===== config.mk =====
export PLATFORM = sky130hd
export DESIGN_NAME = csi_rx_link_ctrl
export DESIGN_NICKNAME = d
export VERILOG_FILES = /design/src/rtl/csi_rx_link_ctrl.sv
export SDC_FILE = /design/constraint.sdc
export NUM_CORES = 1
export LEC_CHECK = 0
export BUFFER_PORTS_ARGS = -buffer_cell sky130_fd_sc_hd__buf_2
export CAP_MARGIN = 20
export CORE_MARGIN = 8
export CORE_UTILIZATION = 50
export CTS_CLUSTER_DIAMETER = 100
export CTS_CLUSTER_SIZE = 40
export DETAILED_ROUTE_END_ITERATION = 16
export PLACE_DENSITY = 0.78
export SETUP_SLACK_MARGIN = 0.3
export SYNTH_ARGS = -nofsm -noshare
export SYNTH_HDL_FRONTEND = slang
export SYNTH_SLANG_ARGS = --single-unit

===== constraint.sdc =====
create_clock -name clock -period 2.8 [get_ports clock]
set_input_delay 0 -clock clock [delete_from_list [all_inputs] [get_ports clock]]
set_output_delay 0 -clock clock [all_outputs]
set_load 0.01 [all_outputs]

===== src/rtl/csi_rx_link_ctrl.sv =====
// CSI-2 receive link supervisor: sequences datapath reset, LP->HS entry and frame lock, re-locks on loss.
// Optional statistics counters are built only when CSI_LINK_CTRL_STATS_EN is defined.
module csi_rx_link_ctrl #(
  parameter int unsigned RST_CYCLES    = 16,
  parameter logic [23:0] ACQ_TIMEOUT   = 24'd2000000,
  parameter logic [23:0] FRAME_TIMEOUT = 24'd4000000,
  parameter int unsigned ERR_LIMIT     = 4
) (
  input  logic        clock,
  input  logic        reset,
  input  logic        enable,
  input  logic        lp_detect,
  input  logic        vsync,
  input  logic        hdr_ok,
  input  logic        hdr_err,
  output logic        dp_reset,
  output logic        link_up,
  output logic        relock,
  output logic [15:0] frame_count,
  output logic [15:0] err_count
);

  localparam logic [2:0] S_RST_HOLD = 3'd0;
  localparam logic [2:0] S_WAIT_LP  = 3'd1;
  localparam logic [2:0] S_WAIT_HS  = 3'd2;
  localparam logic [2:0] S_ACQUIRE  = 3'd3;
  localparam logic [2:0] S_LOCKED   = 3'd4;
  localparam logic [2:0] S_RELOCK   = 3'd5;

  localparam logic [7:0] RST_LAST = 8'(RST_CYCLES - 1);
  localparam logic [3:0] ERR_LIM  = 4'(ERR_LIMIT);

  logic [2:0]  state_q, state_d;
  logic [7:0]  rst_cnt_q, rst_cnt_d;
  logic [23:0] timer_q, timer_d;
  logic [3:0]  err_run_q, err_run_d;
  logic [3:0]  err_run_inc;
  logic        dp_reset_q, dp_reset_d;
  logic        link_up_q, link_up_d;
  logic        relock_q, relock_d;

  assign err_run_inc = err_run_q + 4'd1;

  always_comb begin
    state_d   = state_q;
    rst_cnt_d = rst_cnt_q;
    timer_d   = timer_q;
    err_run_d = err_run_q;
    if (enable) begin
      case (state_q)
        S_RST_HOLD: begin
          timer_d   = '0;
          err_run_d = '0;
          if (rst_cnt_q == RST_LAST) begin
            state_d   = S_WAIT_LP;
            rst_cnt_d = '0;
          end else begin
            rst_cnt_d = rst_cnt_q + 8'd1;
          end
        end
        S_WAIT_LP: begin
          if (lp_detect) state_d = S_WAIT_HS;
        end
        S_WAIT_HS: begin
          if (!lp_detect) begin
            state_d = S_ACQUIRE;
            timer_d = '0;
          end
        end
        S_ACQUIRE: begin
          // A frame start in the timeout cycle still counts as acquisition.
          if (vsync) begin
            state_d = S_LOCKED;
            timer_d = '0;
          end else if (timer_q == ACQ_TIMEOUT) begin
            state_d = S_RELOCK;
          end else begin
            timer_d = timer_q + 24'd1;
          end
        end
        S_LOCKED: begin
          if (vsync) begin
            timer_d = '0;
          end else if (timer_q == FRAME_TIMEOUT) begin
            state_d = S_RELOCK;
          end else begin
            timer_d = timer_q + 24'd1;
          end
          // A rejected header outranks an accepted one in the same cycle.
          if (hdr_err) begin
            err_run_d = err_run_inc;
            if (err_run_inc == ERR_LIM) state_d = S_RELOCK;
          end else if (hdr_ok) begin
            err_run_d = '0;
          end
        end
        S_RELOCK: begin
          state_d   = S_RST_HOLD;
          rst_cnt_d = '0;
          timer_d   = '0;
          err_run_d = '0;
        end
        default: begin
          state_d   = S_RST_HOLD;
          rst_cnt_d = '0;
          timer_d   = '0;
          err_run_d = '0;
        end
      endcase
    end
    dp_reset_d = (state_d == S_RST_HOLD) || (state_d == S_RELOCK);
    link_up_d  = (state_d == S_LOCKED);
    relock_d   = (state_d == S_RELOCK);
  end

  always_ff @(posedge clock) begin
    if (reset) begin
      state_q    <= S_RST_HOLD;
      rst_cnt_q  <= '0;
      timer_q    <= '0;
      err_run_q  <= '0;
      dp_reset_q <= 1'b1;
      link_up_q  <= 1'b0;
      relock_q   <= 1'b0;
    end else begin
      state_q    <= state_d;
      rst_cnt_q  <= rst_cnt_d;
      timer_q    <= timer_d;
      err_run_q  <= err_run_d;
      dp_reset_q <= dp_reset_d;
      link_up_q  <= link_up_d;
      relock_q   <= relock_d;
    end
  end

  assign dp_reset = dp_reset_q;
  assign link_up  = link_up_q;
  assign relock   = relock_q;

`ifdef CSI_LINK_CTRL_STATS_EN
  logic [15:0] frame_count_q, frame_count_d;
  logic [15:0] err_count_q, err_count_d;

  always_comb begin
    frame_count_d = frame_count_q;
    err_count_d   = err_count_q;
    if (enable) begin
      if (vsync && ((state_q == S_ACQUIRE) || (state_q == S_LOCKED))
          && (frame_count_q != 16'hFFFF))
        frame_count_d = frame_count_q + 16'd1;
      if (hdr_err && (state_q != S_RST_HOLD) && (state_q != S_RELOCK)
          && (err_count_q != 16'hFFFF))
        err_count_d = err_count_q + 16'd1;
    end
  end

  always_ff @(posedge clock) begin
    if (reset) begin
      frame_count_q <= '0;
      err_count_q   <= '0;
    end else begin
      frame_count_q <= frame_count_d;
      err_count_q   <= err_count_d;
    end
  end

  assign frame_count = frame_count_q;
  assign err_count   = err_count_q;
`else
  assign frame_count = 16'h0000;
  assign err_count   = 16'h0000;
`endif

endmodule


# Word-level counts from Yosys, hierarchy flattened
# Index checks and enable logic that the tools add are counted.
# classes
n_addsub	3
n_eq_ne	14
mux	22
n_bitwise	3
n_reduce_logical	8
# ops
cell	count
$mux W24	5
$pmux W24 S4	1
$mux W3	10
$add A24 B1 Y24 const B	1
$eq A24 B21 Y1 const B	1
$eq A24 B22 Y1 const B	1
$pmux W8 S2	1
$pmux W3 S5	1
$eq A3 B3 Y1 const B	3
$ne A3 B3 Y1 const B	3
$add A8 B1 Y8 const B	1
$eq A8 B4 Y1 const B	1
$mux W4	2
$mux W8	1
$pmux W4 S2	1
$eq A3 B2 Y1 const B	2
$logic_not A3 Y1	2
$reduce_and A5 Y1	1
$add A4 B1 Y4 const B	1
$eq A4 B3 Y1 const B	1
$reduce_or A4 Y1	1
$eq A3 B1 Y1 const B	1
$not A1 Y1	3
$reduce_and A3 Y1	1
4 further kinds	4
# totals
regBits	42
inputBits	7
output_inout_bits	35
elab_cells	57

# Longest topological paths before layout
# Gate-level depths: netlist of run 1.
# depth
depth_word	9
mapped_depth	9
depth_no_buf	8

# Worst setup path after synthesis of run 1
# Ideal clock, no wire load.
# synth_timing
path_type	flip-flop to flip-flop
from	register timer_q[7]
to	register timer_q[4]
setup_time_ns	0.123
t_arrival_ns	1.891
required_time_ns	2.677
slack_ns	0.786
stages_incl_launch_ff	8
path_buffers	1
period_less_slack_ns	2.014
path_cell_list	dfxtp_1 -> or4b_4 -> nor4_4 -> o21ai_1 -> nor2b_1 -> buf_6 -> nand4_1 -> mux2_1
# synth_between
elab_chain_cells	3
word_cells_on_any_way	5
cone_classes	4 x eq/ne; 1 x reduce/logical
# synth_lines
item	line_no	rtl
start, declared	35	logic [23:0] timer_q, timer_d;
start signal, assigned	128	timer_q <= timer_d;
$eq A24 B22 Y1 or $eq A24 B21 Y1 (tied branches)	84, 75	
$ne A3 B3 Y1 (no line)	-	
$reduce_and A5 Y1 (no line) (*)	-	
# Every way passes the cells marked *; elsewhere a longest branch is shown, timed or not.
# A chain may end at the register's enable or synchronous reset.

# Final worst setup path of run 1
# layout_timing
from	register timer_q[0]
to	register timer_q[3]
# layout_between
elab_chain_cells	4
word_cells_on_any_way	11
cone_classes	1 x add/sub; 4 x eq/ne; 5 x mux; 1 x reduce/logical
# layout_lines
item	line_no	rtl
$add A24 B1 Y24	78, 87	
$mux W24, on equally long branches	84, 75	
$mux W24, on equally long branches	82, 72	
$pmux W24 S4	50	case (state_q)
# Several ways; a longest one is shown, not always the timed one. The select of a mux whose other input is x is not followed.

==> results of run 1 <==
[path summary, 6_finish.rpt]
path / end / slack, ns
setup / recovery: timer_q[3]$_SDFFE_PP0P_ / 0.54
hold / removal: state_q[0]$_SDFF_PP0_ / 0.07
setup reg to reg: timer_q[3]$_SDFFE_PP0P_ / 0.54
hold reg to reg: err_run_q[3]$_SDFFE_PP0P_ / 0.50
[sequential cells by signal (all words and copies together), names as in the netlist]
| signal | flops |
|---|---|
| timer_q | 24 |
| err_run_q | 4 |
| dp_reset | 1 |
| relock | 1 |
| link_up | 1 |
| rst_cnt_q | 8 |
| state_q | 3 |
[cells by family (layout without fill, tap and decap cells)]
kind of cell,Yosys count,in the layout
multiplexers,4,4
buffers and inverters,60,34
AND/OR/NAND/NOR,138,138
AO/OA/AOI/OAI,61,61
XOR/XNOR,17,17
flip-flops,42,42
other,1,32
adder cells (fa/ha/maj),4,4
[per-layer routing]
layer,global-route usage (%),vias up,share of wire [%]
met3,3.096,6,3.7
met5,0,-,0
met1,18.40,987,47
li1,-,1099,-
met4,4.531,0,0.82
met2,24.21,39,48
[cell type report]
type / instances / area share (%)
Timing Repair Buffer: 12 / 2.548
Multi-Input combinational cell: 256 / 56.87
Tap cell: 70 / 3.303
Clock buffer: 6 / 3.115
Inverter: 14 / 1.982
Sequential cell: 42 / 31.71
Clock inverter: 2 / 0.4719
[cells in the final DEF (no fill, tap or decap), types with 4 or more instances in the layout]
master,count
and3_1,6
nand4bb_1,4
nor2b_1,4
clkbuf_8,6
buf_2,9
or3_1,4
nor2_1,44
nand4_1,9
nor3_1,8
xnor2_1,14
conb_1,32
a21o_1,4
a21oi_1,21
ha_1,4
nand2_1,16
nand2b_1,5
inv_1,14
nor4_1,8
nand3_1,12
or4_1,4
dfxtp_1,42
o21ai_0,14
[metrics by stage]
| stage | util, % | instances |
|---|---|---|
| finish | 52.58 | 402 |
| global route | 52.58 | 402 |
| CTS | 52.58 | 402 |
| detailed placement | 50.69 | 394 |
| global placement | 50.69 | 394 |
| floorplan | - | 358 |
[worst max-delay path, stage by stage (launching register included)]
cell and delay, ns:
dfxtp_1 0.43, inv_1 0.07, ha_1 0.19, nor4b_1 0.14, and3_1 0.20, o21ai_1 0.09
nor2b_1 0.52, nand4_1 0.19, mux2_1 0.33
[power breakdown]
part	total, mW	switching, mW	internal (mW)
clock	0.410	0.211	0.198
sequential	0.626	0.0181	0.608
combinational	0.149	0.0988	0.0503
total	1.19	0.328	0.857
==> impl_metrics.tcl, run 1 <==
set metrics [dict create \
    max-clock-path-buffers 2 \
    ys_seq_area_share_pct 32.46 \
    synth_area_mm2 0.002590 \
    clock_skew_ns 0.007464 \
    fin_crit_sh_pct 80.73 \
    power_mw 1.185 \
    synthMuxAreaShare_pct 1.691 \
    cp_max_fo 7 \
    cts-root-buf "clkbuf_8" \
    grt_pass1_wl_um 9266 \
    synth_compound_area_share_pct 14.78 \
    cap_violations 0 \
    status "complete, no violations" \
    synth_edf_count 0 \
    ir_drop_mv 0.2035 \
    yosys_warnings 0 \
    setup_tns_ns 0 \
    hp-start "reset" \
    place_congestion 0.8377 \
    fin_nets 342 \
    synth_top_area_share_pct 32.46 \
    worstSetupPathType "reg2reg" \
    synthTopCellsByArea "dfxtp_1 (32%), buf_4 (9.3%), nor2_1 (6.4%)" \
    cts_htree_levels 2 \
    min_period_ns 2.261 \
    multi_input_area_mm2 0.001508 \
    grt_pass1_vias 2007 \
    syn_to_final_growth_pct 2.367 \
    dieWidth_um 87.97 \
    vias 2131 \
    required_ns 2.98 \
    post-synth-top-count-cell "nor2_1" \
    gr-usage-all-layers_pct 14.64 \
    critPathLaunch "timer_q[0]$_SDFFE_PP0P_" \
    cts_tree "done" \
    ff2ff_path_depth 8 \
    whs_ns 0.07043 \
    worst_slew_pin_slew_ns 0.7460 \
    rsz0062_at_grt "no" \
    p_leak_nw 0.9636 \
    io_buffers 9 \
    num_antenna_cells 0 \
    seq_area_um2 840.8 \
    start_util_pct 51.36 \
    post_drt_via_cell_ratio 5.301 \
    synthAdderAreaFrac_pct 1.932 \
    synth_ff_type "dfxtp_1" \
    max_slew_margin_pct 50.16 \
    end_kind "register" \
    dr.pass1.iters 4 \
    layout-drive-gt1-share_pct 8.133 \
    fin_ws_ns 0.5395 \
    preCtsSetupSlack_ns 0.5949 \
    antenna_found_initial 0 \
    fill_cells 509 \
    clkLatencyLatePin_ns 0.29 \
    grt_max_degree 19 \
    fmax_mhz 442.4 \
    critPathLaunchType "register" \
    drcViolationCount 0 \
    cts-hold-fix-buffers 0 \
    slew_violations 0 \
    coreArea_mm2 0.005042 \
    die_y_um 87.97 \
    drtIter0Drc 93 \
    ys_ff_latch 42 \
    rows 26 \
    postCtsSetupBuffers 0 \
    synth_xor_area_share_pct 5.749 \
    final_hold_viol_count 0 \
    dpl_cell_area_mm2 0.002556 \
    r2r-start "timer_q[0]$_SDFFE_PP0P_" \
    clk_pin_slew_ns 0.08 \
    crit_arrival_ns 2.44 \
    hpwlAfterDp_um 3929 \
    numClockSinks 42 \
    dieArea_mm2 0.007739 \
    hold_path_class "in2reg" \
    cellPowerDensity_mw_per_mm2 447.1 \
    synth_cell_types 56 \
    synth_top_area_cell "dfxtp_1" \
    async_flop_share_pct 0 \
    syn-instance-count 327 \
    numCtsBuffers 5 \
    wl_per_cell_um 13.30 \
    ios 42 \
    grt-ovfl-total 0 \
    ant_nets 0 \
    netlist_top_cells_count "nor2_1 (44), dfxtp_1 (42), buf_4 (32)" \
    synth_top_family_by_area "simple AND/OR/NAND/NOR gates" \
    final_area_mm2 0.002651 \
    yosys.area_share.simple_pct 29.42 \
    synth_area_per_cell_um2 7.920 \
    cts_resized 0 \
    setup_viol 0 \
    drt-total-wl_um 5347 \
    hold_depth 2 \
]
No activity file was read; power rests on OpenSTA's default activity.
==> run 2: changes to the inputs <==
==> constraint.sdc (replaced) <==
create_clock -name clock -period 2.24 [get_ports clock]
set_input_delay 0 -clock clock [delete_from_list [all_inputs] [get_ports clock]]
set_output_delay 0 -clock clock [all_outputs]
set_load 0.01 [all_outputs]
==> impl_metrics.tcl, run 2 (synthesis gave the netlist of run 1 again) <==
set metrics [dict create \
    status "complete, no violations" \
    grt_busiest_layer "met2" \
    io_buffers 9 \
    num_antenna_cells 0 \
    cts_tree "done" \
    wl_per_cell_um 13.93 \
    fmax_mhz 505.8 \
    p_leak_nw 1.073 \
    clk_pin_slew_ns 0.07 \
    final_hold_viol_count 0 \
    required_ns 2.46 \
    largest_reg_flops 24 \
    grt_pass1_wl_um 9287 \
    drtIter0Drc 129 \
    ff2ff_path_depth 8 \
    syn_to_final_growth_pct 10.68 \
    cellPowerDensity_mw_per_mm2 521.7 \
    setup_tns_ns 0 \
    hold_path_class "in2reg" \
    setup_viol 0 \
    dr.pass1.iters 4 \
    hold_depth 2 \
    drt-total-wl_um 5808 \
    r2r_end "relock$_SDFF_PP0_" \
    multi_input_area_mm2 0.001602 \
    cts-hold-fix-buffers 0 \
    ir_drop_mv 0.4241 \
    gr-usage-met1_pct 17.53 \
    die_y_um 87.97 \
    fin_crit_sh_pct 88.26 \
    start_util_pct 51.36 \
    crit_path_end "relock$_SDFF_PP0_" \
    cp_max_fo 6 \
    worstSetupPathType "reg2reg" \
    crit_arrival_ns 2.19 \
    dieWidth_um 87.97 \
    rows 26 \
    grt_max_degree 21 \
    clock_skew_ns 0.005177 \
    grt-ovfl-total 0 \
    critPathLaunchType "register" \
    dieArea_mm2 0.007739 \
    cpPeakStageDelay_ns 0.37 \
    clkLatencyLatePin_ns 0.28 \
    post_drt_via_cell_ratio 5.408 \
    final_common_cell "nor2_1" \
    cts-root-buf "clkbuf_8" \
    hpwlAfterDp_um 4211 \
    layout-drive-gt1-share_pct 16.71 \
    ios 42 \
    grt_pass1_vias 2087 \
    critPathLaunch "timer_q[1]$_SDFFE_PP0P_" \
    min_period_ns 1.977 \
    fill_cells 466 \
    regMostFlops "timer_q" \
    r2r_setup_slack_ns 0.26 \
    slowest_stage "or3_1" \
    largest_registers "timer_q x24, rst_cnt_q x8, err_run_q x4" \
    final_util_pct 56.85 \
    rsz0062_at_grt "yes" \
    met2_usage_pct 26.13 \
    drcViolationCount 0 \
    final_cell_mix "nor2_1 (44), dfxtp_1 (37), conb_1 (32)" \
    gr-usage-all-layers_pct 14.80 \
    antenna_found_initial 0 \
    r2r-start "timer_q[1]$_SDFFE_PP0P_" \
    place_congestion 0.8259 \
    max-clock-path-buffers 2 \
    seq_area_um2 847.1 \
    numClockSinks 42 \
    crit_chain "inv_1 -> ha_1 -> nor4b_2 -> and3_1 -> a21oi_1 -> a221o_1 -> or3_1 -> nor2_1" \
    cap_violations 0 \
    vias 2255 \
    end_kind "register" \
    fin_nets 359 \
    coreArea_mm2 0.005042 \
    slew_violations 0 \
    use_met3_pct 3.377 \
    cts_htree_levels 2 \
    numCtsBuffers 5 \
    ant_nets 0 \
]
## run 2: cell types whose count changed in the layout (fill, tap and decap cells not counted), moves of 2 or more
cell     change
nor2b_1      -2
dfxtp_2      +5
dfxtp_1      -5
buf_4       +17
nor2b_4      +2
## run 2: critical path: cells and delay by family, from the launching register on
family                     cells  cell delay (ns)
and+or+nand+nor                4             0.91
AOI/OAI and AO/OA              2             0.46
DFF                            1             0.34
adders and majority gates      1             0.15
buffers and inverters          1             0.06
## run 2: layout make-up
type,count,area share [%]
timing repair buffer,29,6.809
multi-input combinational,256,55.87
tap,70,3.055
inverter,14,1.833
sequential,42,29.55
clock buffer,6,2.881
## run 2: timing repair
item	CTS	global route
setup endpoints to repair	10	10
resized for setup	6	14
pin swaps	2	3
buffers inserted	2	4
cloned	0	0
## run 2: power by group
part | total [mW] | switching [mW] | internal, mW
Combinational | 0.246 | 0.151 | 0.0957
Clock | 0.473 | 0.236 | 0.238
Sequential | 0.776 | 0.0141 | 0.762
Total | 1.50 | 0.400 | 1.10
## run 2: routing by layer
layer  vias to the layer above  wire length (µm)  share of wire [%]
li1                       1126                 -                  -
met1                      1067              2483                 43
met2                        60              3004                 52
met3                         2               302                5.2
met4                         0                17               0.29
met5                         -                 0                  0
## run 2: worst min-delay path by stage
stage          startpoint                   endpoint  slack (ns)
6_report            reset  rst_cnt_q[1]$_SDFFE_PP0P_        0.08
5_1_grt             reset  rst_cnt_q[1]$_SDFFE_PP0P_        0.09
4_1_cts             reset  rst_cnt_q[1]$_SDFFE_PP0P_        0.08
3_5_place_dp        reset      state_q[2]$_SDFF_PP0_        0.37
3_3_place_gp        reset  rst_cnt_q[1]$_SDFFE_PP0P_        0.37
2_1_floorplan       reset    timer_q[2]$_SDFFE_PP0P_        0.07
## run 2: through the flow
step                instances  worst slack (ns)  hold slack, ns  total power [mW]  instance area [µm²]
CTS                       413            0.3030         0.07886             1.471                 2758
global route              417            0.1353         0.09201             1.555                 2867
global placement          405            0.1555          0.3694            0.9911                 2641
detailed placement        405           0.07486          0.3728            0.9960                 2641
finish                    417            0.2629         0.08421             1.495                 2867
floorplan                 358            0.2920         0.06941            0.9856                 2715
==> run 3: changes to the inputs <==
==> constraint.sdc (replaced) <==
create_clock -name clock -period 2.3 [get_ports clock]
set_input_delay 0 -clock clock [delete_from_list [all_inputs] [get_ports clock]]
set_output_delay 0 -clock clock [all_outputs]
set_load 0.01 [all_outputs]
==> impl_metrics.tcl, run 3 (synthesis gave the netlist of run 1 again) <==
set metrics [dict create \
    coreArea_mm2 0.005042 \
    final_hold_viol_count 0 \
    power_frac_seq_pct 44.4 \
    power_switching_mw 0.4094 \
    status "complete, no violations" \
    largest_reg_flops 24 \
    p_leak_nw 1.121 \
    setup_viol 0 \
    largest_registers "timer_q x24, rst_cnt_q x8, err_run_q x4" \
    worstSetupPathType "reg2reg" \
    ir_drop_mv 0.4868 \
    hold_path_class "in2reg" \
    p_comb_share_pct 13.4 \
    worst_slew_pin_slew_ns 0.5029 \
    gr-usage-all-layers_pct 14.75 \
    drtIter0Drc 186 \
    ios 42 \
    min_period_ns 1.964 \
    final_area_mm2 0.002928 \
    fin_crit_sh_pct 85.38 \
    num_antenna_cells 0 \
    grt_pass1_wl_um 9301 \
    clock_skew_ns 0.005493 \
    layout-drive-gt1-share_pct 18.23 \
    regMostFlops "timer_q" \
    numCtsBuffers 5 \
    fmax_mhz 509.2 \
    slew_violations 0 \
    wl_per_cell_um 13.40 \
    crit_path_end "link_up$_SDFF_PP0_" \
    cts_tree "done" \
    drcViolationCount 0 \
    cts_htree_levels 2 \
    cp_max_fo 6 \
    end_kind "register" \
    switching_share_pct 24.04 \
    dieWidth_um 87.97 \
    antenna_found_initial 0 \
    cellPowerDensity_mw_per_mm2 581.6 \
    drt-total-wl_um 5643 \
    die_y_um 87.97 \
    dpl_cell_area_mm2 0.002619 \
    cts-root-buf "clkbuf_8" \
    syn_to_final_growth_pct 13.04 \
    dr.pass1.iters 4 \
    power_mw 1.703 \
    required_ns 2.53 \
    fin_ws_ns 0.3363 \
    p_int_mw 1.293 \
    power_frac_clock_pct 42.1 \
    cap_violations 0 \
    setup_tns_ns 0 \
    fill_cells 451 \
    fin_nets 361 \
    max-clock-path-buffers 2 \
    post_drt_via_cell_ratio 5.359 \
    critPathLaunchType "register" \
    final_cell_mix "nor2_1 (43), dfxtp_1 (36), conb_1 (32)" \
    r2r_end "link_up$_SDFF_PP0_" \
    r2r_setup_slack_ns 0.34 \
    ff2ff_path_depth 8 \
    critPathLaunch "timer_q[0]$_SDFFE_PP0P_" \
    final_common_cell "nor2_1" \
    r2r-start "timer_q[0]$_SDFFE_PP0P_" \
    rows 26 \
    grt_pass1_vias 2150 \
    clkLatencyLatePin_ns 0.29 \
    ant_nets 0 \
    rsz0062_at_grt "yes" \
    io_buffers 9 \
    max_slew_margin_pct 66.32 \
    numClockSinks 42 \
    dieArea_mm2 0.007739 \
    vias 2256 \
    whs_ns 0.07156 \
    hpwlAfterDp_um 3967 \
    clk_pin_slew_ns 0.08 \
    preCtsSetupSlack_ns 0.2585 \
    grt_max_degree 19 \
    start_util_pct 51.36 \
    place_congestion 0.8157 \
    grt-ovfl-total 0 \
    crit_arrival_ns 2.20 \
]
==> run 3: worst max-delay path, stage by stage, from the launching register on <==
cell and delay, ns:
dfxtp_4 0.37, inv_1 0.06, ha_1 0.16, nor4b_4 0.21
and3_4 0.24, a21oi_2 0.06, o31a_1 0.33, or3_1 0.37
nor2_1 0.10
==> run 3: worst min-delay path by stage <==
stage / start / endpoint / slack (ns) / depth (start not counted)
finish: reset / rst_cnt_q[6]$_SDFFE_PP0P_ / 0.07 / 2
floorplan: reset / timer_q[2]$_SDFFE_PP0P_ / 0.07 / 1
detailed placement: reset / state_q[0]$_SDFF_PP0_ / 0.38 / 2
global placement: reset / state_q[0]$_SDFF_PP0_ / 0.37 / 2
global route: reset / state_q[0]$_SDFF_PP0_ / 0.09 / 2
CTS: reset / rst_cnt_q[6]$_SDFFE_PP0P_ / 0.07 / 2
==> run 3: stage by stage <==
step                      cells  util (%)
after CTS                   412     55.16
after floorplan             358         -
after detailed placement    402     51.94
after global placement      402     51.94
final                       421     58.06
after global routing        421     58.06
==> run 3: final cells by class <==
type | instances | area, µm² | share of cell area [%]
Clock inverter | 2 | 60.06 | 2.051
Inverter | 14 | 52.55 | 1.795
Clock buffer | 6 | 82.58 | 2.821
Timing Repair Buffer | 31 | 217.7 | 7.436
Tap cell | 70 | 87.58 | 2.991
Multi-Input combinational cell | 256 | 1577 | 53.85
Sequential cell | 42 | 850.8 | 29.06
==> run 3: what timing repair did <==
item	CTS	global route
pin swaps	2	7
gates cloned	0	0
hold buffers	0	0
gates resized for setup	3	19
setup endpoints to repair	6	13
setup buffers	2	9
==> run 3: routing by layer <==
| layer | part of all wire (%) | global-route usage [%] | wire length [µm] | vias to the layer above |
|---|---|---|---|---|
| met5 | 0 | 0 | 0 | - |
| met4 | 1.8 | 6.250 | 103 | 0 |
| met3 | 2.8 | 2.814 | 157 | 13 |
| met2 | 52 | 26.81 | 2959 | 31 |
| met1 | 43 | 16.19 | 2423 | 1082 |
| li1 | - | - | - | 1130 |
==> run 3: power groups by stage <==
stage	Clock, mW	Combinational (mW)	Sequential (mW)
after floorplan	0	0.190	0.770
after global placement	0	0.192	0.771
after detailed placement	0	0.195	0.772
after CTS	0.732	0.197	0.756
after global routing	0.752	0.259	0.759
final	0.717	0.229	0.757
